$ cat src/rtl/times_table_arbiter_if.sv
// ---------------------------------------------------------------------------
// times_table_arbiter_if
//   Bundles the request, response and multiplier-side signals of the
//   two-requester times_table arbiter.
//
//   slave  : the arbiter. It consumes the requests and mul_result, and
//            drives the ready, response and multiplier-control signals.
//   master : the environment (both clients and the times_table multiplier).
//
//   Signals
//     req0_valid/req0_a/req0_b  requester 0 operation (a, b are 3-bit)
//     req0_ready                requester 0 accepted this cycle
//     req1_valid/req1_a/req1_b  requester 1 operation
//     req1_ready                requester 1 accepted this cycle
//     rsp0_valid/rsp1_valid     one-cycle response pulse per owner
//     rsp_result                registered 6-bit product
//     mul_a/mul_b/mul_enable    drive to times_table
//     mul_result                product returned by times_table
// ---------------------------------------------------------------------------
interface times_table_arbiter_if;
  logic       req0_valid;
  logic [2:0] req0_a;
  logic [2:0] req0_b;
  logic       req0_ready;
  logic       req1_valid;
  logic [2:0] req1_a;
  logic [2:0] req1_b;
  logic       req1_ready;
  logic       rsp0_valid;
  logic       rsp1_valid;
  logic [5:0] rsp_result;
  logic [2:0] mul_a;
  logic [2:0] mul_b;
  logic       mul_enable;
  logic [5:0] mul_result;

  modport slave (
    input  req0_valid, req0_a, req0_b,
    input  req1_valid, req1_a, req1_b,
    input  mul_result,
    output req0_ready, req1_ready,
    output rsp0_valid, rsp1_valid, rsp_result,
    output mul_a, mul_b, mul_enable
  );

  modport master (
    output req0_valid, req0_a, req0_b,
    output req1_valid, req1_a, req1_b,
    output mul_result,
    input  req0_ready, req1_ready,
    input  rsp0_valid, rsp1_valid, rsp_result,
    input  mul_a, mul_b, mul_enable
  );
endinterface

$ cat src/rtl/times_table_arbiter.sv
// ---------------------------------------------------------------------------
// times_table_arbiter
//   Shares one registered times_table multiplier (3b x 3b -> 6b) between two
//   requesters. Uses round-robin arbitration, a valid/ready request handshake
//   and a one-cycle response pulse to the owner of each operation.
//
//   Ports
//     clk     system clock, rising edge
//     rst_n   asynchronous active-low reset
//     bus     times_table_arbiter_if.slave (requests, responses, multiplier)
//     gnt0_count, gnt1_count  (only with TT_ARB_STATS_EN) saturating 8-bit
//             accept counters per requester
//
//   Parameters
//     LATENCY  clock edges from mul_enable/operands stable to mul_result valid
//              (>= 1)
//
//   Configuration macro: TT_ARB_STATS_EN adds the grant counters.
//
//   Sequence: IDLE -> BUSY (LATENCY+1 cycles) -> RESP (1 cycle) -> IDLE.
// ---------------------------------------------------------------------------
module times_table_arbiter #(
  parameter int unsigned LATENCY = 1
) (
  input  logic                 clk,
  input  logic                 rst_n,
  times_table_arbiter_if.slave bus
`ifdef TT_ARB_STATS_EN
  ,
  output logic [7:0]           gnt0_count,
  output logic [7:0]           gnt1_count
`endif
);

  if (LATENCY < 1) begin : g_latency_check
    $error("times_table_arbiter: LATENCY must be >= 1");
  end

  localparam int CW = (LATENCY < 2) ? 1 : $clog2(LATENCY + 1);

  typedef enum logic [1:0] {
    IDLE = 2'd0,
    BUSY = 2'd1,
    RESP = 2'd2
  } state_t;

  state_t        state;
  state_t        state_nxt;
  logic          ptr;      // 1: requester 1 wins a tie
  logic          owner;    // requester of the operation in flight
  logic [2:0]    op_a;
  logic [2:0]    op_b;
  logic [CW-1:0] cnt;
  logic [5:0]    result;

  logic          win0;
  logic          win1;
  logic          accept0;
  logic          accept1;
  logic          accept;
  logic          done;

  // A sole valid requester wins outright; a tie goes to the pointer.
  assign win0    = bus.req0_valid & (~bus.req1_valid | ~ptr);
  assign win1    = bus.req1_valid & (~bus.req0_valid |  ptr);
  assign accept0 = (state == IDLE) & win0;
  assign accept1 = (state == IDLE) & win1;
  assign accept  = accept0 | accept1;
  assign done    = (state == BUSY) && (cnt == '0);

  // State register.
  // NOTE: every clocked block uses non-blocking assignments so all registers
  // update together from the values present before the edge.
  always_ff @(posedge clk or negedge rst_n) begin
    if (!rst_n) begin
      state <= IDLE;
    end else begin
      state <= state_nxt;
    end
  end

  // Next-state logic.
  // NOTE: each combinational block assigns a default first, so no path
  // leaves a variable unassigned and no latch is inferred.
  always_comb begin
    state_nxt = state;
    unique case (state)
      IDLE:    if (accept) state_nxt = BUSY;
      BUSY:    if (done)   state_nxt = RESP;
      RESP:    state_nxt = IDLE;
      default: state_nxt = IDLE;
    endcase
  end

  // Output logic. The multiplier sees zero operands and no enable outside
  // BUSY, so it only toggles while an operation is in flight.
  always_comb begin
    bus.req0_ready = 1'b0;
    bus.req1_ready = 1'b0;
    bus.rsp0_valid = 1'b0;
    bus.rsp1_valid = 1'b0;
    bus.mul_a      = 3'd0;
    bus.mul_b      = 3'd0;
    bus.mul_enable = 1'b0;
    unique case (state)
      IDLE: begin
        bus.req0_ready = accept0;
        bus.req1_ready = accept1;
      end
      BUSY: begin
        bus.mul_enable = 1'b1;
        bus.mul_a      = op_a;
        bus.mul_b      = op_b;
      end
      RESP: begin
        bus.rsp0_valid = ~owner;
        bus.rsp1_valid =  owner;
      end
      default: ;
    endcase
  end

  assign bus.rsp_result = result;

  // Control datapath: owner, round-robin pointer, latency counter, result.
  // The pointer moves away from whoever was just granted, even if that
  // requester was the only one asking.
  always_ff @(posedge clk or negedge rst_n) begin
    if (!rst_n) begin
      ptr    <= 1'b0;
      owner  <= 1'b0;
      cnt    <= '0;
      result <= 6'd0;
    end else begin
      if (accept) begin
        owner <= accept1;
        ptr   <= accept0;
        cnt   <= CW'(LATENCY);
      end else if (state == BUSY) begin
        if (done) begin
          result <= bus.mul_result;
        end else begin
          cnt <= cnt - CW'(1);
        end
      end
    end
  end

  // NOTE: the operand registers are not reset; they are loaded on every
  // accept and only reach the outputs during BUSY, after that load.
  always_ff @(posedge clk) begin
    if (accept) begin
      op_a <= accept1 ? bus.req1_a : bus.req0_a;
      op_b <= accept1 ? bus.req1_b : bus.req0_b;
    end
  end

`ifdef TT_ARB_STATS_EN
  // Per-requester accept counters, saturating at 255.
  always_ff @(posedge clk or negedge rst_n) begin
    if (!rst_n) begin
      gnt0_count <= 8'd0;
      gnt1_count <= 8'd0;
    end else begin
      if (accept0 && (gnt0_count != 8'hFF)) gnt0_count <= gnt0_count + 8'd1;
      if (accept1 && (gnt1_count != 8'hFF)) gnt1_count <= gnt1_count + 8'd1;
    end
  end
`endif

endmodule

$ cat src/flat_wrapper.sv
// flat-port wrapper written by rule: the top's interface ports become plain ports
module times_table_arbiter_flat 
#(
  parameter int unsigned LATENCY = 1
)
  (clk, rst_n, bus_req0_valid, bus_req0_a, bus_req0_b, bus_req1_valid, bus_req1_a, bus_req1_b, bus_mul_result, bus_req0_ready, bus_req1_ready, bus_rsp0_valid, bus_rsp1_valid, bus_rsp_result, bus_mul_a, bus_mul_b, bus_mul_enable);
  times_table_arbiter_if bus_i ();
  input  logic clk;
  input  logic rst_n;
  input wire logic [$bits(bus_i.req0_valid)-1:0] bus_req0_valid;
  input wire logic [$bits(bus_i.req0_a)-1:0] bus_req0_a;
  input wire logic [$bits(bus_i.req0_b)-1:0] bus_req0_b;
  input wire logic [$bits(bus_i.req1_valid)-1:0] bus_req1_valid;
  input wire logic [$bits(bus_i.req1_a)-1:0] bus_req1_a;
  input wire logic [$bits(bus_i.req1_b)-1:0] bus_req1_b;
  input wire logic [$bits(bus_i.mul_result)-1:0] bus_mul_result;
  output wire logic [$bits(bus_i.req0_ready)-1:0] bus_req0_ready;
  output wire logic [$bits(bus_i.req1_ready)-1:0] bus_req1_ready;
  output wire logic [$bits(bus_i.rsp0_valid)-1:0] bus_rsp0_valid;
  output wire logic [$bits(bus_i.rsp1_valid)-1:0] bus_rsp1_valid;
  output wire logic [$bits(bus_i.rsp_result)-1:0] bus_rsp_result;
  output wire logic [$bits(bus_i.mul_a)-1:0] bus_mul_a;
  output wire logic [$bits(bus_i.mul_b)-1:0] bus_mul_b;
  output wire logic [$bits(bus_i.mul_enable)-1:0] bus_mul_enable;
  assign bus_i.req0_valid = bus_req0_valid;
  assign bus_i.req0_a = bus_req0_a;
  assign bus_i.req0_b = bus_req0_b;
  assign bus_i.req1_valid = bus_req1_valid;
  assign bus_i.req1_a = bus_req1_a;
  assign bus_i.req1_b = bus_req1_b;
  assign bus_i.mul_result = bus_mul_result;
  assign bus_req0_ready = bus_i.req0_ready;
  assign bus_req1_ready = bus_i.req1_ready;
  assign bus_rsp0_valid = bus_i.rsp0_valid;
  assign bus_rsp1_valid = bus_i.rsp1_valid;
  assign bus_rsp_result = bus_i.rsp_result;
  assign bus_mul_a = bus_i.mul_a;
  assign bus_mul_b = bus_i.mul_b;
  assign bus_mul_enable = bus_i.mul_enable;
  times_table_arbiter #(.LATENCY(LATENCY)) u_core (.clk(clk), .rst_n(rst_n), .bus(bus_i));
endmodule
$ cat config.mk
export PLATFORM = sky130hd
export DESIGN_NAME = times_table_arbiter_flat
export DESIGN_NICKNAME = d
export VERILOG_FILES = /design/src/rtl/times_table_arbiter_if.sv /design/src/rtl/times_table_arbiter.sv /design/src/flat_wrapper.sv
export SDC_FILE = /design/constraint.sdc
export NUM_CORES = 1
export LEC_CHECK = 0
export ABC_CLOCK_PERIOD_IN_PS = 2100
export CAP_MARGIN = 20
export CORE_ASPECT_RATIO = 1.4
export CORE_MARGIN = 8
export CORE_UTILIZATION = 39
export DETAILED_ROUTE_END_ITERATION = 6
export PLACE_DENSITY = 0.81
export SYNTH_ARGS = -nofsm -noshare
export SYNTH_HDL_FRONTEND = slang
export SYNTH_SLANG_ARGS = --single-unit
$ cat constraint.sdc
create_clock -name clk -period 2.1 [get_ports clk]
set_clock_uncertainty 0.15 [all_clocks]
set_input_delay 0.42 -clock clk [delete_from_list [all_inputs] [get_ports clk]]
set_output_delay 0.42 -clock clk [all_outputs]
set_load 0.02 [all_outputs]
### Word level (Yosys, flattened, before mapping)

Cells that the tools add are included.

* input bits: 22
* register bits after elaboration: 17

* add/subtract/negate cells: 1
* bitwise gates (word level): 13
* eq/ne operators: 5
* multiplexer cells: 15
* reductions and logical operators: 6

Operator list (count)
* $mux 3: 4
* $mux 1: 8
* $ne 2x1->1 const B: 3
* $not 1->1: 6
* $and 1x1->1: 4
* $mux 2: 2
* $pmux 2 s2: 1
* $reduce_and 2->1: 2
* $or 1x1->1: 3
* $reduce_and 3->1: 1
* $eq 2x1->1 const B: 1
* $eq 2x2->1 const B: 1
* $logic_not 2->1: 1
* $reduce_bool 2->1: 1
* $logic_and 1x1->1: 1
* $sub 1x1->1 const B: 1

### Logic depth before layout (Yosys ltp)

Gate-level depths: netlist of run 1.

* depth in word-level cells: 7
* gate-level depth with buffers: 3
* mapped depth without buffers: 3

### Least setup slack after synthesis of run 1

OpenSTA, ideal clock, no wires.

* path kind: flip-flop to output port
* start: register u_core.state[1]
* end: output port bus_mul_a[0]
* cell stages (with the launch flop): 4
* arrival time: 1.106 ns
* required time: 1.530 ns
* path buffers: 0
* slack: 0.424 ns
* cell sequence: dfrtp_1 nand2b_4 inv_1 and2_1

* longest elaborated chain between the ends: 2

Ends and longest elaborated chain
* start, declared: line times_table_arbiter.sv:47 `state_t state;`
* start signal, assigned: line times_table_arbiter.sv:78 `state <= state_nxt;`
* $eq 2x1->1: line times_table_arbiter.sv:105 `unique case (state)`
* $mux 3: line times_table_arbiter.sv:105
* end, declared: line flat_wrapper.sv:22 `output wire logic [$bits(bus_i.mul_a)-1:0] bus_mul_a;`

Every way passes these cells.

### Worst setup path after layout of run 1

* start: input port bus_req0_valid
* end: output port bus_req1_ready

* longest elaborated chain between the ends: 5

Ends and longest elaborated chain
* start, declared: line flat_wrapper.sv:10 `input wire logic [$bits(bus_i.req0_valid)-1:0] bus_req0_valid;`
* $not 1->1: line times_table_arbiter.sv:65 `assign win1 = bus.req1_valid & (~bus.req0_valid | ptr);`
* $or 1x1->1: line times_table_arbiter.sv:65
* $and 1x1->1: line times_table_arbiter.sv:65
* $and 1x1->1: line times_table_arbiter.sv:67 `assign accept1 = (state == IDLE) & win1;`
* $mux 1: line times_table_arbiter.sv:105
* end, declared: line flat_wrapper.sv:18 `output wire logic [$bits(bus_i.req1_ready)-1:0] bus_req1_ready;`

Every way passes these cells.

==> impl_metrics.yaml, run 1 <==
synth:
  postSynthAreaPerCell_um2: 14.20
  ys_types: 20
  mappedNetlistNets: 79
  synth_top_family_by_area: "simple AND/OR/NAND/NOR gates"
  synth_compound_gate_area_share: 0.03864
  synthTopCellsByArea: "dfrtp_1 (34%), edfxtp_1 (22%), mux2_4 (11%), mux2_2 (8.3%), and2_1 (4.6%)"
  netlist_area_um2: 809.5
  synth_xor_area_frac: 0
  ys_seq_area_frac: 0.5626
  syn_inst: 57
  synthMuxAreaShare: 0.1947
  synth-simple-area-share: 0.1947
  synth_fa_ha_area_frac: 0
  netlist.area_leader.share: 0.3400
  yosys_warnings: 0
  yosys.area.top_type: "dfrtp_1"
  ys_seq_elements: 17
timing:
  rsz0062_at_grt: "no"
  setup_viol: 0
  finalMaxSlewViolations: 0
  tightestPinTransition_ps: 487.0
  setup_ws_ps: 62.39
  fmax_ghz: 0.4908
  max_slew_margin: 0.6743
  holdWs_ps: 285.6
  final-hold-violation-count: 0
  period_minus_slack_ps: 2038
  finalCritPeriodShare: 0.9703
setup_path:
  required_ps: 1530
  r2r_cells: 4
  regToRegEndpoint: "u_core.op_b[2]"
  worstSetupPathType: "primary input to output pin"
  cp.arrival_ps: 1470
  setup.worst_path.end: "bus_req1_ready"
  timing.rr.start: "u_core.ptr"
  crit_fanout: 4
  r2r_slack_ps: 530
  cp-start-kind: "primary input"
  crit_path_start: "bus_req0_valid"
  worstSetupEndpointType: "output pin"
placed_design:
  io_buffers: 38
  dp_slack_ps: -244.8
  hpwlAfterDp_um: 1566
  gp_congestion: 0.7187
global_route:
  grtUsageTotal: 0.1050
  grt_max_degree: 12
  grt_pass1_vias: 662
  grt-ovfl-total: 0
  grt_pass1_wl_um: 3008
  antenna_found_initial: 0
run_status:
  status: "finished, final reports clean"
layout:
  multi_input_area_um2: 346.6
  fillers: 180
  final_common_cell: "clkdlybuf4s50_1"
  layout_common_cells: "clkdlybuf4s50_1 (26), dfrtp_1 (9)"
  num_antenna_cells: 0
  seq_area_um2: 457.9
  nets: 126
  area_delta_synth_final_pct: 57.34
  drive_gt1_frac: 0.3398
drt:
  via_count: 617
  routed_via_density: 4.976
  wl_met2_um: 862
  wl_per_cell_um: 14.94
  met3_length_um: 314
  drc: 0
  wirelength_um: 1852
  drt_iter0_drc: 8
  ant_nets: 0
  drt_pass1_iterations: 3
  met1_length_um: 635
  top_layer: "met4"
die:
  start_util: 0.4103
  die_h_um: 69.91
  rows: 19
  core_um2: 1973
  fp.dieW_um: 54.51
  die-area_um2: 3810
  top_level_ports: 39
clocking:
  cts_tree: "yes"
  cts.sinks: 17
  clk_latency_ps: 300
  htree_num_levels: 1
  clk_path_buf_depth: 2
  numCtsBuffers: 3
  root_buffer: "clkbuf_4"
  clk_pin_slew_ps: 100
flow_run:
  maxCapViolCount: 0
pwr:
  leakage_nw: 0.5459
  max-vdd-ir-drop_v: 0.0007878
  powerDensity_nw_per_um2: 1462
hold_path:
  hp-class: "primary input to async pin"
## worst max-delay path: stages
cell and delay [ps]:
clkdlybuf4s50_1 530, nand2b_1 110, nand3_4 90, inv_1 40, clkdlybuf4s15_1 280
## layer usage
| metal | vias to the layer above | global-route usage |
|---|---|---|
| li1 | 296 | - |
| met5 | - | 0 |
| met2 | 38 | 0.1560 |
| met4 | 0 | 0.05769 |
| met3 | 3 | 0.06568 |
| met1 | 280 | 0.1079 |
## cells in the mapped netlist
cell,n
dfrtp_1,11
nand2b_1,1
and2_1,6
nor2_8,1
nor3_1,1
a21oi_1,2
mux2_4,6
nor2_4,1
inv_1,2
nor3b_1,1
and3_1,1
edfxtp_1,6
and3b_2,1
nor2_1,4
nand2b_4,1
mux2_2,6
nand3_4,1
nand2_1,2
o21a_1,2
a31oi_1,1
## worst min path at each step
stage                                   startpoint                        to  slack [ps]  cells past startpoint
after floorplan                              rst_n  u_core.bus.rsp_result[0]         -30                      0
after global placement                  u_core.ptr                u_core.ptr         340                      1
after detailed placement  u_core.bus.rsp_result[1]  u_core.bus.rsp_result[1]         350                      1
after CTS                                    rst_n  u_core.bus.rsp_result[5]         300                      1
after global routing                         rst_n  u_core.bus.rsp_result[5]         310                      1
final                                        rst_n  u_core.bus.rsp_result[5]         290                      1
## flip-flops by register name, summed over array words and instances, names as in the netlist
name and flops:
u_core.ptr 1, u_core.bus.rsp_result 6, u_core.cnt 1, u_core.op_b 3, u_core.state 2, u_core.owner 1
u_core.op_a 3
## stage by stage
step,instance area [um2],power (W),std cells,TNS (ps),util
CTS,1275,0.001891,124,0,0.6462
global placement,1246,0.001714,120,-470.8,0.6316
detailed placement,1246,0.001744,120,-474.0,0.6316
global route,1274,0.001996,124,0,0.6455
floorplan,809.5,0.001268,57,0,-
finish,1274,0.001863,124,0,0.6455
## final cells by class
class,instances,share of cell area
Multi-Input combinational cell,38,0.2721
Clock buffer,3,0.01768
Sequential cell,17,0.3595
Tap cell,21,0.02063
Inverter,2,0.005894
Clock inverter,1,0.003929
Timing Repair Buffer,42,0.3202
## logic make-up after synthesis
kind of cell | Yosys count
simple gates | 21
flops | 17
mux | 12
compound gates | 5
buf+inv | 2
## power breakdown
group	leakage (nW)	internal [W]	switching (W)
Combinational	0.344	0.000555	0.000482
Sequential	0.184	0.000522	0.000125
Clock	0.0177	0.0000712	0.000108
Total	0.546	0.00115	0.000714
## what timing repair did
action,in CTS,in global routing
buffers inserted,0,0
setup endpoints to repair,11,9
hold buffers,0,0
gates resized for setup,25,5
(Power assumes the default switching activity.)
==> inputs of run 2 (changes only) <==
- CORE_ASPECT_RATIO: 1.4 -> unset
- CORE_UTILIZATION: 39 -> 50
- CTS_CLUSTER_DIAMETER: unset -> 80
- DONT_BUFFER_PORTS: unset -> 1
- PLACE_DENSITY: 0.81 -> 0.69
==> impl_metrics.yaml, run 2 (same netlist as run 1, synthesis figures left out) <==
setup_path:
  critPathBufInv: 1
  required_ps: 1530
  worstSetupPathType: "register to output pin"
  path_delay_family: "simple AND/OR/NAND/NOR gates"
  cp_num_cells: 3
  cp-start-kind: "register"
  cp_slowest_cell: "dfrtp_1"
  path_cells: "nand2b_4 > inv_1 > and2_1"
  crit_fanout: 7
  slowest_delay_ps: 470
  worstSetupEndpointType: "output pin"
  cp.arrival_ps: 1400
  r2r_cells: 3
clocking:
  cts_tree: "yes"
  root_buffer: "clkbuf_4"
  clk_pin_slew_ps: 100
  htree_num_levels: 1
  clk_path_buf_depth: 2
  clk_latency_ps: 280
  cts.sinks: 17
  numCtsBuffers: 3
  ctsResizeCount: 0
layout:
  area_delta_synth_final_pct: 9.892
  largest_reg_flops: 6
  num_antenna_cells: 0
  final_common_cell: "dfrtp_1"
  drive_gt1_frac: 0.3692
  layout_common_cells: "dfrtp_1 (11), mux2_2 (6), and2_1 (6), mux2_4 (6), edfxtp_1 (6)"
  final_cells: 81
  nets: 88
timing:
  finalMaxSlewViolations: 0
  setup_viol: 0
  final-hold-violation-count: 0
  rsz0062_at_grt: "no"
  fmax_ghz: 0.5085
  finalCritPeriodShare: 0.9365
  max_slew_margin: 0.6733
  tns_ps: 0
  tightestPinTransition_ps: 488.5
  period_minus_slack_ps: 1967
die:
  die-area_um2: 3162
  die_h_um: 56.24
  start_util: 0.5374
  fp.dieW_um: 56.24
  top_level_ports: 39
  core_um2: 1506
  rows: 14
global_route:
  grt_max_degree: 12
  grtUsageTotal: 0.09254
  grt_pass1_wl_um: 2387
  grt-ovfl-total: 0
  grt_pass1_vias: 533
  antenna_found_initial: 0
run_status:
  status: "finished, final reports clean"
pwr:
  total_power_w: 0.001561
  leakage_nw: 0.3879
  powerDensity_nw_per_um2: 1755
  max-vdd-ir-drop_v: 0.0009606
drt:
  wirelength_um: 1424
  routed_via_density: 5.556
  drt_iter0_drc: 6
  ant_nets: 0
  drt_pass1_iterations: 2
  via_count: 450
  wl_per_cell_um: 17.58
  drc: 0
hold_path:
  min_delay_path_depth: 1
  hp-class: "primary input to register"
flow_run:
  maxCapViolCount: 0
placed_design:
  gp_congestion: 0.6972
  io_buffers: 0
  place_inst: 76
  hpwlAfterDp_um: 1166
-- run 2: cell count changes in the layout (fill, tap and decap cells not counted) --
cell / change
clkdlybuf4s15_1: -1
clkbuf_2: -1
inv_2: -1
inv_1: +1
dfrtp_2: -2
buf_4: -1
dfrtp_1: +2
dlygate4sd2_1: -4
clkdlybuf4s15_2: -6
clkdlybuf4s50_1: -26
dlygate4sd3_1: +1
-- run 2: final timing paths --
path / startpoint / endpoint / slack [ps]
max: u_core.state[1] / bus_mul_a[2] / 130
min: bus_req1_valid / u_core.ptr / 80
max reg2reg: u_core.state[0] / u_core.op_a[2] / 600
min reg2reg: u_core.ptr / u_core.ptr / 360
max in group asynchronous: rst_n / u_core.ptr / 1100
min in group asynchronous: rst_n / u_core.bus.rsp_result[5] / 370
-- run 2: final cells by class --
| type | instances | area [um2] |
|---|---|---|
| Timing Repair Buffer | 4 | 32.53 |
| Clock buffer | 3 | 22.52 |
| Clock inverter | 1 | 5.005 |
| Sequential cell | 17 | 455.4 |
| Fill cell | 136 | 616.8 |
| Multi-Input combinational cell | 38 | 346.6 |
| Tap cell | 16 | 20.02 |
| Inverter | 2 | 7.507 |
-- run 2: timing repair --
item / in CTS / in global routing
hold buffers: 1 / 0
endpoints found under the hold margin: 11 / 0
setup buffers: 0 / 0
-- run 2: where the power goes --
group          internal [W]  leakage [nW]  switching (W)
Combinational      0.000319         0.184       0.000348
Clock             0.0000706        0.0177       0.000100
Sequential         0.000517         0.186       0.000207
Total              0.000906         0.388       0.000655
-- run 2: routing by layer --
| metal | wire length, um | up-vias | global-route usage | share of wire |
|---|---|---|---|---|
| li1 | - | 216 | - | - |
| met1 | 565 | 212 | 0.08995 | 0.40 |
| met2 | 685 | 20 | 0.1537 | 0.48 |
| met3 | 158 | 2 | 0.05479 | 0.11 |
| met4 | 14 | 0 | 0.04124 | 0.0098 |
| met5 | 0 | - | 0 | 0 |
-- run 2: per-stage QoR --
stage	setup WS, ps	area [um2]	utilization	hold slack (ps)
global placement	453.3	852.1	0.5656	-25.33
detailed placement	439.3	852.1	0.5656	-25.24
finish	133.4	889.6	0.5905	78.48
global route	3.240	889.6	0.5905	65.04
CTS	111.4	889.6	0.5905	70.17
floorplan	423.6	809.5	-	-25.59
